File: src/rtl/bus_router_pkg.sv
// Shared types and destination decode for bus_rr_router.
package bus_router_pkg;

  localparam int unsigned ADDR_W    = 8;
  localparam int unsigned MAX_DRVRS = 16;
  localparam int unsigned SRC_W     = 4;

  typedef enum logic [2:0] {
    IDLE  = 3'd0,
    POP   = 3'd1,
    ROUTE = 3'd2,
    WAIT  = 3'd3,
    PUSH  = 3'd4
  } state_t;

  typedef struct packed {
    logic                 valid;
    logic [MAX_DRVRS-1:0] mask;
  } route_t;

  // Target mask for a destination id; broadcast reaches every device but the source.
  function automatic route_t dest_mask(input logic [ADDR_W-1:0] id,
                                       input logic [SRC_W-1:0]  src,
                                       input int unsigned       drvrs,
                                       input logic [ADDR_W-1:0] bcast);
    route_t r;
    r.valid = 1'b0;
    r.mask  = '0;
    if (id == bcast) begin
      for (int unsigned i = 0; i < MAX_DRVRS; i++) begin
        r.mask[SRC_W'(i)] = (i < drvrs) && (i != 32'(src));
      end
      r.valid = 1'b1;
    end else if ((32'(id) < drvrs) && (id != ADDR_W'(src))) begin
      r.mask[id[SRC_W-1:0]] = 1'b1;
      r.valid = 1'b1;
    end
    return r;
  endfunction

endpackage

File: src/rtl/rr_arbiter.sv
// Round-robin / fixed-priority request selector with a registered grant pointer.
module rr_arbiter #(
  parameter int unsigned N = 4
) (
  input  logic                 clk,
  input  logic                 reset,
  input  logic [N-1:0]         req,
  input  logic                 mode,
  input  logic                 advance,
  input  logic [$clog2(N)-1:0] last_grant,
  output logic [N-1:0]         grant,
  output logic [$clog2(N)-1:0] grant_idx,
  output logic                 any
);

  localparam int unsigned IW = $clog2(N);

  logic [IW-1:0] ptr;

  // Pointer holds the most recent grant; reset value gives index 0 first priority.
  always_ff @(posedge clk or posedge reset) begin
    if (reset) begin
      ptr <= IW'(N - 1);
    end else if (advance) begin
      ptr <= last_grant;
    end
  end

  // First pending request, searched from ptr+1 (round-robin) or from 0 (fixed).
  always_comb begin
    logic        found;
    int unsigned cand;
    found     = 1'b0;
    grant     = '0;
    grant_idx = '0;
    any       = |req;
    for (int unsigned i = 0; i < N; i++) begin
      cand = mode ? ((32'(ptr) + 32'd1 + i) % N) : i;
      if (!found && req[IW'(cand)]) begin
        found             = 1'b1;
        grant_idx         = IW'(cand);
        grant[IW'(cand)]  = 1'b1;
      end
    end
  end

endmodule

File: src/rtl/bus_rr_router.sv
// Multi-device packet router: arbitrates source FIFOs, decodes the destination
// id in the packet's top byte, and pushes to one device or broadcasts.
// Optional statistics counters: define BUS_ROUTER_STATS_EN.
module bus_rr_router
  import bus_router_pkg::*;
#(
  parameter int unsigned DRVRS     = 4,
  parameter int unsigned PCKG_SZ   = 16,
  parameter logic [7:0]  BROADCAST = 8'hFF,
  parameter bit          ARB_MODE  = 1'b1
) (
  input  logic                       clk,
  input  logic                       reset,
  input  logic [DRVRS-1:0]           pndng,
  input  logic [DRVRS*PCKG_SZ-1:0]   D_pop,
  output logic [DRVRS-1:0]           pop,
  input  logic [DRVRS-1:0]           full,
  output logic [DRVRS-1:0]           push,
  output logic [DRVRS*PCKG_SZ-1:0]   D_push,
  output logic                       err
`ifdef BUS_ROUTER_STATS_EN
  ,
  output logic [DRVRS*16-1:0]        tx_count,
  output logic [15:0]                drop_count
`endif
);

  localparam int unsigned IDX_W = $clog2(DRVRS);

  state_t             state;
  logic [IDX_W-1:0]   src;
  logic [PCKG_SZ-1:0] pkt;
  logic [DRVRS-1:0]   mask;
  logic               route_ok;

  logic [DRVRS-1:0]   grant;
  logic [IDX_W-1:0]   grant_idx;
  logic               any;
  logic               advance;
  route_t             route;

  // Pointer moves past the source once its packet is delivered or dropped.
  always_comb begin
    advance = (state == PUSH) || ((state == ROUTE) && !route_ok);
  end

  // Destination decode of the selected source's head word.
  always_comb begin
    route = dest_mask(D_pop[src*PCKG_SZ + (PCKG_SZ - ADDR_W) +: ADDR_W],
                      SRC_W'(src), DRVRS, BROADCAST);
  end

  rr_arbiter #(
    .N(DRVRS)
  ) u_arb (
    .clk       (clk),
    .reset     (reset),
    .req       (pndng),
    .mode      (ARB_MODE),
    .advance   (advance),
    .last_grant(src),
    .grant     (grant),
    .grant_idx (grant_idx),
    .any       (any)
  );

  // Packet FSM: select, pop, decode, wait for room, push.
  always_ff @(posedge clk or posedge reset) begin
    if (reset) begin
      state    <= IDLE;
      src      <= '0;
      pkt      <= '0;
      mask     <= '0;
      route_ok <= 1'b0;
      pop      <= '0;
      push     <= '0;
      D_push   <= '0;
      err      <= 1'b0;
    end else begin
      pop  <= '0;
      push <= '0;
      err  <= 1'b0;
      case (state)
        IDLE: begin
          if (any) begin
            src   <= grant_idx;
            pop   <= grant;
            state <= POP;
          end
        end
        POP: begin
          pkt      <= D_pop[src*PCKG_SZ +: PCKG_SZ];
          mask     <= route.mask[DRVRS-1:0];
          route_ok <= route.valid && (|route.mask);
          err      <= !(route.valid && (|route.mask));
          state    <= ROUTE;
        end
        ROUTE: begin
          if (!route_ok) begin
            state <= IDLE;
          end else if ((mask & full) == '0) begin
            push   <= mask;
            D_push <= {DRVRS{pkt}};
            state  <= PUSH;
          end else begin
            state <= WAIT;
          end
        end
        WAIT: begin
          if ((mask & full) == '0) begin
            push   <= mask;
            D_push <= {DRVRS{pkt}};
            state  <= PUSH;
          end
        end
        PUSH: begin
          state <= IDLE;
        end
        default: begin
          state <= IDLE;
        end
      endcase
    end
  end

`ifdef BUS_ROUTER_STATS_EN
  // Saturating per-source delivery and drop counters.
  always_ff @(posedge clk or posedge reset) begin
    if (reset) begin
      tx_count   <= '0;
      drop_count <= '0;
    end else begin
      if ((state == PUSH) && (tx_count[src*16 +: 16] != 16'hFFFF)) begin
        tx_count[src*16 +: 16] <= tx_count[src*16 +: 16] + 16'd1;
      end
      if ((state == ROUTE) && !route_ok && (drop_count != 16'hFFFF)) begin
        drop_count <= drop_count + 16'd1;
      end
    end
  end
`endif

endmodule
File: config.mk
export PLATFORM = sky130hd
export DESIGN_NAME = bus_rr_router
export DESIGN_NICKNAME = d
export VERILOG_FILES = /design/src/rtl/bus_router_pkg.sv /design/src/rtl/rr_arbiter.sv /design/src/rtl/bus_rr_router.sv
export SDC_FILE = /design/constraint.sdc
export NUM_CORES = 1
export LEC_CHECK = 0
export ABC_AREA = 1
export CORE_UTILIZATION = 40
export CTS_BUF_LIST = sky130_fd_sc_hd__clkbuf_16
export CTS_CLUSTER_SIZE = 8
export DETAILED_ROUTE_END_ITERATION = 16
export PLACE_DENSITY = 0.78
export SYNTH_ARGS = -nofsm -noshare
export SYNTH_HDL_FRONTEND = slang
export SYNTH_SLANG_ARGS = --single-unit
File: constraint.sdc
create_clock -name clk -period 1.7 [get_ports clk]
set_input_delay 0.17 -clock clk [delete_from_list [all_inputs] [get_ports clk]]
set_output_delay 0.17 -clock clk [all_outputs]
set_load 0.01 [all_outputs]
# == Yosys cells after proc, flatten, opt, wreduce, memory -nomap -nowiden ==
# Index checks and enable logic that the tools add are counted.
# word_totals
regBits,101
elab_cells,115
input_bits,74
# classes
eq_ne,12
n_bitwise,4
n_shift,2
n_reduce_logical,26
magnitude_cmp,11
mux,45
add_sub_neg,5
# op_table
op,count
64-bit 2-to-1 mux,2
64-bit one-hot mux with 2 select lines,1
64-bit by 7-bit variable part select with 16-bit output,1
64-bit by 8-bit variable part select with 8-bit output,1
17-bit 2-to-1 mux,2
4-bit 2-to-1 mux,8
16-bit OR reduction,1
1-bit 2-to-1 mux,13
"2-bit by 3-bit less-than comparator with 1-bit output, second input constant",4
3-bit 2-to-1 mux,4
4-bit bitwise OR,3
3-bit one-hot mux with 4 select lines,1
1-bit logical AND,11
1-bit binary-select mux with 2-bit select,4
1-bit demux with 2-bit select,4
"8-bit == test, second input constant",1
"2-bit by 1-bit greater-or-equal comparator with 1-bit output, second input constant",4
"8-bit by 3-bit less-than comparator with 1-bit output, second input constant",1
2-bit 2-to-1 mux,4
8-bit by 2-bit inequality test with 1-bit output,1
4-bit one-hot mux with 2 select lines,1
"6-bit by 4-bit adder with 7-bit output, second input constant",1
"3-bit by 2-bit == test with 1-bit output, second input constant",2
"2-bit inequality test, second input constant",3
other kinds (17),27

# == Longest topological paths before layout ==
# logic_depth
depth_word,15
ltp_mapped,13
mapped_depth_nobuf,12

# == Cells and area by module ==
# A second synthesis with hierarchy kept.
# unflattened
hier_cells,544
hier_area_um2,3769.9
# by_module_without_submodules
module,seq_area_each_um2,cells_per_inst,area_each_um2,n_inst
bus_rr_router,1276.2,434,3136.8,1
rr_arbiter,52.6,110,633.1,1

# == Worst setup path after synthesis ==
# No wires, ideal clock.
# synth_path
kind,register to register
from,register u_arb.ptr[0]
to,register pop[0]
path_slack_ns,-0.182
required_ns,1.622
arrival_time_ns,1.804
path_buffers,1
setup_time_ns,0.078
stages_incl_launch_ff,12
cell_sequence,dfstp_2 buf_6 inv_1 ha_1 inv_1 nand2_1 nand2_4 nor2_4 nand2_2 nor2_1 nor2_1 a21oi_1
# synth_between
elab_chain_len,15
elab_cells_between_ends,50
# synth_rtl
item,line_no,text
from (decl),rr_arbiter.sv:18,logic [IW-1:0] ptr;
from (signal assigned),rr_arbiter.sv:23,ptr <= IW'(N - 1);
from (signal assigned),rr_arbiter.sv:25,ptr <= last_grant;
2-bit by 1-bit adder with 2-bit output (*),rr_arbiter.sv:38,cand = mode ? ((32'(ptr) + 32'd1 + i) % N) : i;
"parallel branches: the longest is 11 deep, another holds 2-bit by 3-bit less-than comparator with 1-bit output",n/a,
4-bit 2-to-1 mux (*),rr_arbiter.sv:39,if (!found && req[IW'(cand)]) begin
4-bit 2-to-1 mux (*),bus_rr_router.sv:85,if (any) begin
4-bit 2-to-1 mux (*),bus_rr_router.sv:83,case (state)
to (signal assigned),bus_rr_router.sv:87,pop <= grant;
to (decl),bus_rr_router.sv:16,"output logic [DRVRS-1:0] pop,"
# Every way passes the cells marked *. The select of a mux whose other input is x is not followed.
# A chain may end at the register's enable or synchronous reset.

# == Worst setup path in the final report ==
# layout_path
from,register u_arb.ptr[0]
to,register pop[3]
# The elaborated chain is that of the path after synthesis.

==> results.toml <==
[drt]
drt_iter0_drc = 223
ant_nets = 0
totalWireLength_um = 9370
viasPerCell = 4.77
wire_per_inst_um = 12.4
drcViolationCount = 0
first_pass_iters = 4
vias = 3611

[cts]
cts_sinks = 53
cts_htree_levels = 2
clkTransAtPathRegs_ps = 70
clock_path_buffers = 2
tritoncts = "done"
cts_buffers = 5
cts_hold_buf = 0
insertion_delay_ps = 290
clockRootBuffer = "clkbuf_16"

[placed_design]
port_buffers = 146
hpwl_um = 7350
globalplace.congestion = 0.902
place_worst_setup_slack_ps = -151

[timing]
setup_viol = 6
drv_slew = 0
fin_setup_tns_ps = -442
rsz0062_at_grt = "yes"
max_freq_mhz = 558
holdWs_ps = 142
finalHoldViolCount = 0
finalCritPeriodShare_pct = 105
post-route-min-period_ps = 1790
maxSlewHeadroom_pct = 68.7
tightest_slew_ps = 469
layout_setup_ws_ps = -91.9
finClkSkew_ps = 5.63

[cells_and_area]
n_fill_cell = 757
multiInputGateArea_sq_um = 1700
finalNetCount = 727
regArea_sq_um = 1330
diodes = 0
area_growth_pct = 46.5
utilization_pct = 60.7
drive_gt1_share_pct = 13.3

[power]
total_leakage_power_nw = 2.52
powerDensity_nw_per_um2 = 1840
peakVddDrop_mv = 0.642
p_total_mw = 9.76

[synthesis]
ys_async_sr_fraction_pct = 100
synth_cell_types = 29
synth_edf_count = 0
ys.flop_type = "dfrtp_1"
synth-compound-area-share_pct = 8.24
synth.area.mux_share_pct = 0.277
yosysSeqAreaShare_pct = 36.8
synth_area_sq_um = 3610
synth_nets = 602
synthAdderAreaFrac_pct = 1.73
synth_top_family_by_area = "simple AND/OR/NAND/NOR gates"
synth_simple_gate_area_share_pct = 34.4
synth_cells = 523
syn_area_per_cell_sq_um = 6.91
yosysWarnings = 0
synth_xor_area_share_pct = 0
synth_seq_cells = 53

[setup_path]
cp.arrival_ps = 2000
start_kind = "flip-flop"
path_buf_inv = 3
r2r-start = "u_arb.ptr[0]$_DFFE_PP1P_"
critPathCaptureType = "flip-flop"
path_class = "flip-flop to flip-flop"
worstPathRequired_ps = 1910
max_stage_delay_ps = 580
crit_path_start = "u_arb.ptr[0]$_DFFE_PP1P_"
cp_max_fo = 6
path_delay_family = "flip-flops"
slowest_stage = "dfstp_2"
worstPathCellList = "inv_4, ha_4, inv_2, nand2_2, nand2_4, nor2_4, buf_4, nand4_1, a21oi_1"

[global_routing]
grt_max_degree = 33
overflow = 0
antenna_found_initial = 0
grt_pass1_vias = 3405
grt_pass1_wl_um = 15600
track_usage_pct = 19.6

[run]
max-cap-violations = 0

[run_status]
status = "complete, but fails checks"
violations = "negative setup slack"

[floorplan]
fp.dieW_um = 97.1
fp.dieArea_sq_um = 9420
rows = 34
die_h_um = 97.1
start_util_pct = 41.4
pin_count = 147
core-area_sq_um = 8720

[min_path]
min_path_type = "input port to async pin"
[cell usage after synthesis, types with 2 or more instances]
cell	number	area [sq um]
nor2_1	35	131
clkbuf_1	2	7.51
a32oi_1	2	17.5
buf_4	52	390
o22ai_1	2	12.5
o21ai_1	3	15.0
buf_6	5	56.3
o21a_1	2	15.0
dfrtp_1	51	1280
nand2_1	202	758
nand3_1	26	130
a22oi_1	2	15.0
nor2_2	5	31.3
nand4_1	12	75.1
dfstp_2	2	52.6
inv_2	2	7.51
nand3b_1	2	15.0
a21oi_1	9	45.0
nor2_4	3	33.8
inv_1	49	184
ha_1	5	62.6
buf_2	5	25.0
o21ai_0	34	170
nand2_2	6	37.5
[power by group]
| part | leakage (nW) | internal, mW | switching, mW |
|---|---|---|---|
| logic | 1.77 | 3.11 | 3.44 |
| registers | 0.676 | 1.79 | 0.418 |
| clock network | 0.0704 | 0.553 | 0.452 |
| total | 2.52 | 5.45 | 4.31 |
[path summary, 6_finish.rpt]
kind / depth (start not counted) / slack (ps) / endpoint
hold reg to reg: 2 / 510 / D_push[61]$_DFFE_PP0P_
setup / recovery: 9 / -90 / pop[3]$_DFF_PP0_
max in group asynchronous: 3 / 1050 / mask[2]$_DFFE_PP0P_
min in group clk: 3 / 480 / pkt[7]$_DFFE_PP0P_
hold / removal: 2 / 140 / state[2]$_DFFE_PP0P_
setup reg to reg: 9 / -90 / pop[3]$_DFF_PP0_
[cell usage in the layout, fill, tap and decap left out, types with 3 or more instances in the layout]
cell	instances
nand2_4	3
nor2_1	31
buf_4	30
nor2_4	6
dfrtp_1	50
nand4_1	12
buf_12	3
buf_6	3
o21ai_1	5
inv_1	42
nand2_2	11
clkdlybuf4s50_1	146
inv_2	6
nand3_1	25
nand2_1	195
ha_1	3
nor2_2	6
o21ai_0	32
clkbuf_16	5
a21oi_1	9
[stage by stage]
| step | instances | cell area (sq um) |
|---|---|---|
| 4_1_cts | 751 | 5170 |
| 3_3_place_gp | 738 | 4970 |
| 5_1_grt | 757 | 5300 |
| 6_report | 757 | 5300 |
| 3_5_place_dp | 738 | 4970 |
| 2_1_floorplan | 523 | 3640 |
[layout make-up]
class	count	area share, %
well taps	108	2.55
clock buffers	5	2.36
multi-input cells	355	32.1
flip-flops and latches	53	25.1
clock inverters	3	0.473
repair buffers	182	33.6
inverters	51	3.80
[kinds of logic (layout without fill, tap and decap cells)]
family / after synthesis / count (layout)
and+or+nand+nor: 294 / 294
buffers and inverters: 115 / 241
AOI/OAI and AO/OA: 55 / 55
DFF: 53 / 53
adders and majority gates: 5 / 5
muxes: 1 / 1
[flip-flops by register name, summed over array words and instances, names as in the netlist]
signal,flops
pop,4
mask,4
u_arb.ptr,2
push,4
route_ok,1
D_push,16
src,2
err,1
pkt,16
state,3
[layer usage]
metal,vias up,part of all wire [%],GRT usage [%]
li1,1841,-,-
met1,1617,45,26.5
met2,137,48,32.7
met3,16,5.4,2.37
met4,0,2.0,6.20
met5,-,0,0
[repair_timing]
item	CTS	global route
pin swaps	9	7
gates resized for setup	6	26
setup buffers	5	6
hold endpoints to repair	0	0
endpoints found under the setup margin	11	12
Power figures use the tool's default switching activity.
